[config.mk]
export PLATFORM = sky130hd
export DESIGN_NAME = accu_seq
export DESIGN_NICKNAME = d
export VERILOG_FILES = /design/src/rtl/accu_seq.sv
export SDC_FILE = /design/constraint.sdc
export NUM_CORES = 1
export LEC_CHECK = 0
export BUFFER_PORTS_ARGS = -buffer_cell sky130_fd_sc_hd__buf_4
export CAP_MARGIN = 20
export CORE_MARGIN = 1
export CORE_UTILIZATION = 35
export DETAILED_ROUTE_END_ITERATION = 10
export PLACE_DENSITY = 0.62
export SYNTH_ARGS = -nofsm -noshare
export SYNTH_HDL_FRONTEND = slang
export SYNTH_SLANG_ARGS = --single-unit
[constraint.sdc]
create_clock -name ck -period 1.3 [get_ports ck]
set_clock_uncertainty 0.05 [all_clocks]
set_input_delay 0.195 -clock ck [delete_from_list [all_inputs] [get_ports ck]]
set_output_delay 0.195 -clock ck [all_outputs]
set_load 0.02 [all_outputs]
[src/rtl/accu_seq.sv]
// accu_seq: operand sequencer feeding a 4-bit adder-accumulator, with handshaked result.
// Optional ACCU_SEQ_SAT_EN: saturate res_sum to 4'hF when the sequence overflowed.
module accu_seq #(
  parameter int CNT_W = 4
) (
  input  logic             ck,
  input  logic             rst,
  input  logic             start,
  input  logic [CNT_W-1:0] len,
  input  logic [3:0]       in_data,
  input  logic             in_valid,
  output logic             in_ready,
  output logic [3:0]       acc_a,
  output logic [3:0]       acc_b,
  output logic             acc_sel,
  input  logic [3:0]       acc_sum,
  input  logic             acc_carry,
  output logic [3:0]       res_sum,
  output logic             res_ovf,
  output logic             res_valid,
  input  logic             res_ready,
  output logic             busy
);
  typedef enum logic [2:0] {IDLE, LOAD, ACCUM, WAIT, RESULT} state_t;
  state_t           state_q, state_d;
  logic [CNT_W-1:0] rem_q, rem_d;
  logic             ovf_q, ovf_d;
  logic [3:0]       res_sum_q, res_sum_d;
  logic             res_ovf_q, res_ovf_d;
  logic             adding, xfer;
  logic [3:0]       fin_sum;
  // Outside LOAD/ACCUM the accumulator sees b=0, sel=1, so its register holds.
  assign adding    = state_q == LOAD || state_q == ACCUM;
  assign xfer      = in_valid & adding;
  assign in_ready  = adding;
  assign acc_a     = 4'h0;
  assign acc_sel   = state_q != LOAD;
  assign acc_b     = xfer ? in_data : 4'h0;
  assign res_sum   = res_sum_q;
  assign res_ovf   = res_ovf_q;
  assign res_valid = state_q == RESULT;
  assign busy      = state_q != IDLE;
`ifdef ACCU_SEQ_SAT_EN
  assign fin_sum = ovf_q ? 4'hF : acc_sum;
`else
  assign fin_sum = acc_sum;
`endif
  always_comb begin
    state_d   = state_q;
    rem_d     = rem_q;
    ovf_d     = ovf_q;
    res_sum_d = res_sum_q;
    res_ovf_d = res_ovf_q;
    case (state_q)
      IDLE: if (start) begin
        state_d   = len != '0 ? LOAD : RESULT;
        rem_d     = len;
        ovf_d     = 1'b0;
        res_sum_d = len != '0 ? res_sum_q : 4'h0;
        res_ovf_d = len != '0 ? res_ovf_q : 1'b0;
      end
      LOAD, ACCUM: if (xfer) begin
        rem_d   = rem_q - CNT_W'(1);
        ovf_d   = ovf_q | (state_q == ACCUM && acc_carry);
        state_d = rem_q == CNT_W'(1) ? WAIT : ACCUM;
      end
      WAIT: begin
        res_sum_d = fin_sum;
        res_ovf_d = ovf_q;
        state_d   = RESULT;
      end
      RESULT: state_d = res_ready ? IDLE : RESULT;
      default: state_d = IDLE;
    endcase
  end
  always_ff @(posedge ck) begin
    if (rst) begin
      state_q   <= IDLE;
      rem_q     <= '0;
      ovf_q     <= 1'b0;
      res_sum_q <= 4'h0;
      res_ovf_q <= 1'b0;
    end else begin
      state_q   <= state_d;
      rem_q     <= rem_d;
      ovf_q     <= ovf_d;
      res_sum_q <= res_sum_d;
      res_ovf_q <= res_ovf_d;
    end
  end
endmodule

==> results of run 1 <==
==> synth_stat cells (2+ instances only) <==
cell type	instances	area [µm²]
inv_1	6	22.5
ha_1	2	25.0
nor4_1	3	18.8
clkbuf_1	2	7.51
o211ai_1	3	22.5
a2bb2oi_1	5	43.8
a21oi_1	4	20.0
o41ai_2	2	32.5
buf_4	4	30.0
buf_2	3	15.0
nor2_1	12	45.0
o22ai_1	2	12.5
o21ai_0	3	15.0
and3_1	5	31.3
and2_1	2	12.5
nand3b_1	2	15.0
dfxtp_1	13	260
mux2i_1	3	30.0
nand2_1	8	30.0
==> per-stage QoR <==
stage,instances,worst slack (ns)
finish,199,-0.270
global route,199,-0.337
CTS,195,-0.263
detailed placement,183,-0.171
global placement,183,-0.141
floorplan,110,-0.125
==> path summary, 6_finish.rpt <==
check                           startpoint          to  cells past startpoint
worst min-delay path            acc_sum[3]  res_sum[3]                      3
worst max register to register  state_q[0]  res_sum[3]                      5
worst min register to register       ovf_q       ovf_q                      2
worst max-delay path            state_q[0]  res_sum[3]                      5
==> critical path: stages (launching register included) <==
cell	delay (ns)
dfxtp_4	0.38
or3_4	0.40
nor3b_4	0.29
buf_4	0.18
a2bb2oi_2	0.12
nor2_1	0.04
==> routing by layer <==
| layer | global-route usage | part of all wire | up-vias |
|---|---|---|---|
| met4 | 0.101 | 0.014 | 0 |
| met1 | 0.249 | 0.41 | 497 |
| met3 | 0.0580 | 0.040 | 4 |
| met5 | 0 | 0 | - |
| met2 | 0.376 | 0.54 | 30 |
| li1 | - | - | 508 |
==> sequential cells by signal, indices dropped and copies added, names as in the netlist <==
| signal | count |
|---|---|
| res_sum | 4 |
| ovf_q | 1 |
| rem_q | 4 |
| state_q | 3 |
| res_ovf | 1 |
==> what timing repair did <==
action | CTS | global route
buffers inserted | 8 | 4
setup endpoints to repair | 20 | 21
gates cloned | 0 | 0
hold endpoints to repair | 0 | 0
gates resized for setup | 33 | 15
pin swaps | 15 | 10
==> logic make-up (layout without fill, tap and decap cells) <==
| family | after synthesis | after routing |
|---|---|---|
| simple gates | 44 | 44 |
| compound gates | 27 | 27 |
| buf+inv | 16 | 77 |
| flops | 13 | 13 |
| mux | 3 | 3 |
| fa+ha+maj | 2 | 2 |
| other cells | 1 | 4 |
| xor+xnor | 1 | 1 |
==> placed cells by master (no fill, tap or decap), drive strengths merged, types with 4 or more instances in the layout <==
cell and instances:
inv 6, dfxtp 13, and3 5, o21ai 4, clkbuf 4, buf 67, a2bb2oi 5, nand2 8
a21oi 4, conb 4, nor2 13
==> power groups by stage <==
stage / registers, mW / clock network, mW / logic, mW
floorplan: 0.532 / 0 / 0.605
global placement: 0.521 / 0 / 1.05
detailed placement: 0.524 / 0 / 1.06
CTS: 0.538 / 0.260 / 1.33
global route: 0.551 / 0.279 / 1.54
finish: 0.542 / 0.252 / 1.43
==> layout make-up <==
cell class / count / area, µm² / area share
Multi-Input combinational cell: 81 / 699 / 0.434
Timing Repair Buffer: 67 / 556 / 0.345
Sequential cell: 13 / 272 / 0.169
Tap cell: 28 / 35.0 / 0.0218
Clock buffer: 4 / 26.3 / 0.0163
Inverter: 6 / 22.5 / 0.0140
==> results.toml, run 1 <==
[status]
status = "finished with violations"
violations = "setup timing"

[setup_path]
r2r_slack_ns = -0.27
endpoint_kind = "flop"
critPathMaxFanout = 4
start_kind = "flop"
worstPathRequired_ns = 1.42
critical_path_class = "reg2reg"
arrival_ns = 1.69

[timing]
rsz0062_at_grt = "true"
setup_viol = 21
slew_violations = 0
min_period_ns = 1.57
finalWorstSetupSlack_ns = -0.270
hold_violations = 0
fin_setup_tns_ns = -4.23
hold_ws_ns = 0.102
fin_crit_sh = 1.21
clock.fmax_mhz = 637

[clock_tree]
root_buffer = "clkbuf_4"
ctsHtreeMaxLevel = 1
cts_inserted_buffers = 3
cts.clk_slew.worst_paths_ns = 0.08
clk_latency_ns = 0.27
hold_buffers = 0
clk_path_buf_depth = 2
cts_tree = "built"
clock_sinks = 13

[die]
die_x_um = 52.5
core-area_mm2 = 0.00230
row_count = 17
ioPinCount = 35
die_y_um = 52.5
die_area_mm2 = 0.00275
initial_core_util = 0.388

[synthesis]
yosys.area_share.xor_xnor = 0.0183
syn_avg_cell_area_um2 = 8.33
synth-edff-count = 0
synth_compound_area_frac = 0.236
yosysSeqAreaShare = 0.292
synth_flop_cell = "dfxtp_1"
yosysUniqueCellTypes = 42
ys_ff_latch = 13
netlist_area_um2 = 891
synthSimpleGateAreaFrac = 0.291
syn_inst = 107
synth.mux.area_fraction = 0.0337
synthAdderAreaFrac = 0.0281
yosysWarnings = 0
synth_top_family_by_area = "simple AND/OR/NAND/NOR gates"
async_flop_share = 0

[route]
drc_errors = 0
drt_pass1_iterations = 4
vias = 1039
viasPerCell = 5.22
routed_wl_mm = 2.85
ant_nets = 0
drt-initial-drc-count = 18
wl_per_cell_um = 14.3

[grt]
grt_first_pass_wirelength_mm = 4.42
overflow = 0
gr-usage-all-layers = 0.219
antenna_found_initial = 0
grt_max_degree = 15
grt_pass1_vias = 1049

[power]
swShare = 0.375
cellLeakagePower_nw = 0.726
power_mw = 2.22
p_sw_mw = 0.835
ir_drop_mv = 0.994
power.share.clock = 0.113
power.density_mw_per_mm2 = 1380
seqPwrFrac = 0.244
internal_power_mw = 1.39
comb_power_share = 0.643

[finish]
drive_gt1_frac = 0.632
fillers = 184
syn2layout_area_growth_pct = 80.8
final_nets = 192
final_util = 0.701
diodes = 0
design_area_mm2 = 0.00161

[place]
hpwl_mm = 1.88
gp_congestion = 0.793
placed_area_mm2 = 0.00129
io_buffer_count = 30

[run]
cap_violations = 0

[hold_path]
min_path_type = "in2reg"
Note: power is estimated with default switching activity, not from simulation.
==> run 2: changes to the inputs <==
--- a/constraint.sdc
+++ b/constraint.sdc
@@ -4,2 +4,2 @@
 set_output_delay 0.195 -clock ck [all_outputs]
-set_load 0.02 [all_outputs]
+set_load 0.005 [all_outputs]
==> run 2 against run 1 <==
  * The flow still finishes with violations (setup timing)
  * Utilization down 0.71 points
  * Final area down 1.0%
  * First-iteration DRC count unchanged
  * Sequential power down 1%
  * Critical path type is now reg2out
==> results.toml, run 2 (synthesis results as in run 1) <==
[timing]
clock.fmax_mhz = 632
fin_setup_tns_ns = -4.29
hold_violations = 0
fin_crit_sh = 1.22
min_period_ns = 1.58
rsz0062_at_grt = "true"
setup_viol = 21
slew_violations = 0
finalWorstSetupSlack_ns = -0.283

[finish]
fillers = 166
layout_common_cells = "buf_4 (46), buf_6 (18), nor2_1 (11)"
multiInputGateArea_um2 = 692
diodes = 0
stdcell_count = 196
final_common_cell = "buf_4"
drive_gt1_frac = 0.595
final_util = 0.694
seq_area_um2 = 270
final_nets = 189
syn2layout_area_growth_pct = 78.9

[clock_tree]
clk_path_buf_depth = 2
cts_inserted_buffers = 3
ctsHtreeMaxLevel = 1
cts.clk_slew.worst_paths_ns = 0.09
clock_sinks = 13
root_buffer = "clkbuf_4"
clk_latency_ns = 0.29
cts_tree = "built"

[power]
p_sw_mw = 0.792
swShare = 0.365
power.share.clock = 0.125
cellLeakagePower_nw = 0.713
power.density_mw_per_mm2 = 1360
seqPwrFrac = 0.247
ir_drop_mv = 0.870
comb_power_share = 0.628
internal_power_mw = 1.38
power_mw = 2.17

[die]
die_area_mm2 = 0.00275
initial_core_util = 0.388
ioPinCount = 35
row_count = 17
core-area_mm2 = 0.00230
die_y_um = 52.5
die_x_um = 52.5

[route]
viasPerCell = 5.32
drc_errors = 0
vias = 1042
drt-initial-drc-count = 18
drt_pass1_iterations = 4
wl_per_cell_um = 15.3
ant_nets = 0
routed_wl_mm = 3.00

[status]
violations = "setup timing"
status = "finished with violations"

[hold_path]
hold_start = "acc_sum[3]"
min_path_type = "in2reg"

[grt]
grt_pass1_vias = 978
grt_first_pass_wirelength_mm = 4.35
grt_max_degree = 15
overflow = 0
gr-usage-all-layers = 0.219
antenna_found_initial = 0

[setup_path]
arrival_ns = 1.34
crit_start = "state_q[0]"
worstPathRequired_ns = 1.05
start_kind = "flop"
endpoint_kind = "output pin"
critical_path_class = "reg2out"
r2r_start = "state_q[0]"
critPathMaxFanout = 4

[place]
placed_cells = 178
gp_congestion = 0.828
post-place-ws_ns = -0.218
io_buffer_count = 30
hpwl_mm = 1.87

[run]
cap_violations = 0
==> run 2: repair_timing <==
action	in CTS	in global routing
setup buffers	10	4
pin swaps	22	15
resized for setup	27	21
setup endpoints to repair	21	21
hold buffers	0	0
==> run 2: cell type report <==
cell class / count / area share
multi-input combinational: 81 / 0.434
timing repair buffer: 64 / 0.344
sequential: 13 / 0.170
tap: 28 / 0.0220
clock buffer: 4 / 0.0165
inverter: 6 / 0.0141
==> run 2: final timing paths <==
| kind | end | slack, ns | cells after the start |
|---|---|---|---|
| worst max-delay path | acc_sel | -0.28 | 3 |
| worst max register to register | state_q[2] | -0.27 | 8 |
| worst min register to register | ovf_q | 0.46 | 2 |
| worst min-delay path | res_sum[3] | 0.08 | 3 |
==> run 2: critical path, stage by stage, from the launching register on <==
cell and delay, ns:
dfxtp_4 0.41, buf_6 0.13, or3b_4 0.39, buf_6 0.12
==> run 2: routing by layer <==
layer | GRT usage | part of all wire | up-vias
met1 | 0.257 | 0.43 | 499
met3 | 0.0406 | 0.034 | 7
met2 | 0.382 | 0.52 | 32
met4 | 0.0965 | 0.018 | 0
met5 | 0 | 0 | -
li1 | - | - | 504
==> run 2: power groups by stage <==
stage	clock [mW]	sequential (mW)	combinational, mW
global placement	0	0.521	0.881
finish	0.272	0.534	1.36
global route	0.295	0.539	1.45
detailed placement	0	0.525	0.895
CTS	0.274	0.528	1.19
floorplan	0	0.530	0.534
==> run 2: metrics by stage <==
step	cell area [µm²]	hold WS, ns
final	1590	0.0847
after global routing	1590	0.0939
after CTS	1460	0.0909
after detailed placement	1250	0.382
after global placement	1250	0.375
after floorplan	908	0.239
==> run 3: changes to the inputs <==
- PLACE_DENSITY: 0.62 -> 0.63
==> run 3 against run 2 <==
  * The run still ends with setup timing left
  * Die area did not move
  * First-iteration DRC count is 56% lower
  * Setup slack improved by 0.015 ns
  * Via count decreased by 3.4%
  * Utilization is 3.9 points lower
  * Combinational power is 6% lower
  * Global-route usage rose by 0.86 points
  * Largest power group unchanged
  * Critical path depth did not move
  * Sequential share of layout area increased by 1.3 points
==> results.toml, run 3 (synthesis results as in run 1) <==
[status]
status = "finished with violations"
violations = "setup timing"

[timing]
finalWorstSetupSlack_ns = -0.268
setup_viol = 21
hold_ws_ns = 0.0823
fin_setup_tns_ns = -3.97
slew_violations = 0
fin_crit_sh = 1.21
hold_violations = 0
clock.fmax_mhz = 638
min_period_ns = 1.57
rsz0062_at_grt = "true"

[grt]
overflow = 0
grt_max_degree = 15
grt_first_pass_wirelength_mm = 4.50
grt_pass1_vias = 1016
antenna_found_initial = 0
gr-usage-all-layers = 0.228

[finish]
drive_gt1_frac = 0.564
final_nets = 186
layout_common_cells = "buf_4 (48), buf_6 (13), nor2_1 (11)"
diodes = 0
final_common_cell = "buf_4"
syn2layout_area_growth_pct = 68.8

[clock_tree]
cts_tree = "built"
clk_latency_ns = 0.29
clock_sinks = 13
clk_path_buf_depth = 2
cts_inserted_buffers = 3
root_buffer = "clkbuf_4"
cts.clk_slew.worst_paths_ns = 0.09
hold_buffers = 0
ctsHtreeMaxLevel = 1

[power]
power.share.clock = 0.129
power.density_mw_per_mm2 = 1380
ir_drop_mv = 0.856
power_mw = 2.08
seqPwrFrac = 0.257
p_sw_mw = 0.744
internal_power_mw = 1.34
swShare = 0.357
comb_power_share = 0.614
cellLeakagePower_nw = 0.690

[run]
cap_violations = 0

[place]
io_buffer_count = 30
gp_congestion = 0.828
hpwl_mm = 1.87

[route]
drc_errors = 0
drt-initial-drc-count = 8
drt_pass1_iterations = 4
wl_per_cell_um = 13.9
ant_nets = 0
viasPerCell = 5.22
vias = 1007
routed_wl_mm = 2.69

[setup_path]
arrival_ns = 1.32
slowest_delay_ns = 0.41
cp_top_family = "flip-flops"
slowest_stage = "dfxtp_4"
cp_cell_sequence = "buf_6, or3b_4, buf_6"
critPathMaxFanout = 5
crit_path_frequent_cell = "buf_6"
worstPathRequired_ns = 1.05
endpoint_kind = "output pin"
critical_path_class = "reg2out"
cp_num_buf_inv = 2
start_kind = "flop"

[die]
core-area_mm2 = 0.00230
initial_core_util = 0.388
die_x_um = 52.5
row_count = 17
die_area_mm2 = 0.00275
die_y_um = 52.5
ioPinCount = 35

[hold_path]
min_path_type = "in2reg"
run 3: cell types whose count changed in the layout (fill, tap and decap cells not counted), sizes merged:
cell	before	now
buf	64	61
run 3: through the flow:
step	instances	setup WS, ns	area (µm²)	utilization
finish	193	-0.268	1500	0.655
global route	193	-0.314	1500	0.655
detailed placement	175	-0.156	1230	0.535
global placement	175	-0.133	1230	0.535
floorplan	110	-0.0883	908	-
CTS	192	-0.265	1450	0.632
run 3: layer usage:
layer,global-route usage,wire length (µm),vias to the layer above
met5,0,0,-
met4,0.0746,61,0
met3,0.0522,90,6
met2,0.407,1380,23
met1,0.263,1160,485
li1,-,-,493
run 3: layout make-up:
type	instances	area, µm²
clock buffer	4	26.3
fill	196	793
inverter	6	22.5
multi-input combinational	81	639
sequential	13	274
tap	28	35.0
timing repair buffer	61	507
run 3: worst paths after layout:
path         depth (start not counted)  slack, ns       start          to
max                                  3      -0.27  state_q[0]     acc_sel
min                                  3       0.08  acc_sum[3]  res_sum[3]
max reg2reg                          4      -0.24  state_q[0]     res_ovf
min reg2reg                          2       0.43       ovf_q       ovf_q
run 3: power groups by stage:
| stage | registers, mW | logic (mW) | clock network (mW) |
|---|---|---|---|
| finish | 0.534 | 1.28 | 0.269 |
| global route | 0.542 | 1.38 | 0.303 |
| CTS | 0.530 | 1.21 | 0.280 |
| detailed placement | 0.523 | 0.890 | 0 |
| global placement | 0.518 | 0.873 | 0 |
| floorplan | 0.530 | 0.534 | 0 |
run 3: repair_timing:
| action | 4_1_cts | 5_1_grt |
|---|---|---|
| setup buffers | 13 | 1 |
| endpoints found under the setup margin | 19 | 21 |
| hold endpoints to repair | 0 | 0 |
| pin swaps | 16 | 4 |
| gates resized for setup | 28 | 9 |
run 3: worst min-delay path, cell delays in order:
cell and delay (ns):
buf_4 0.08, a2bb2oi_2 0.04, nor2_1 0.07
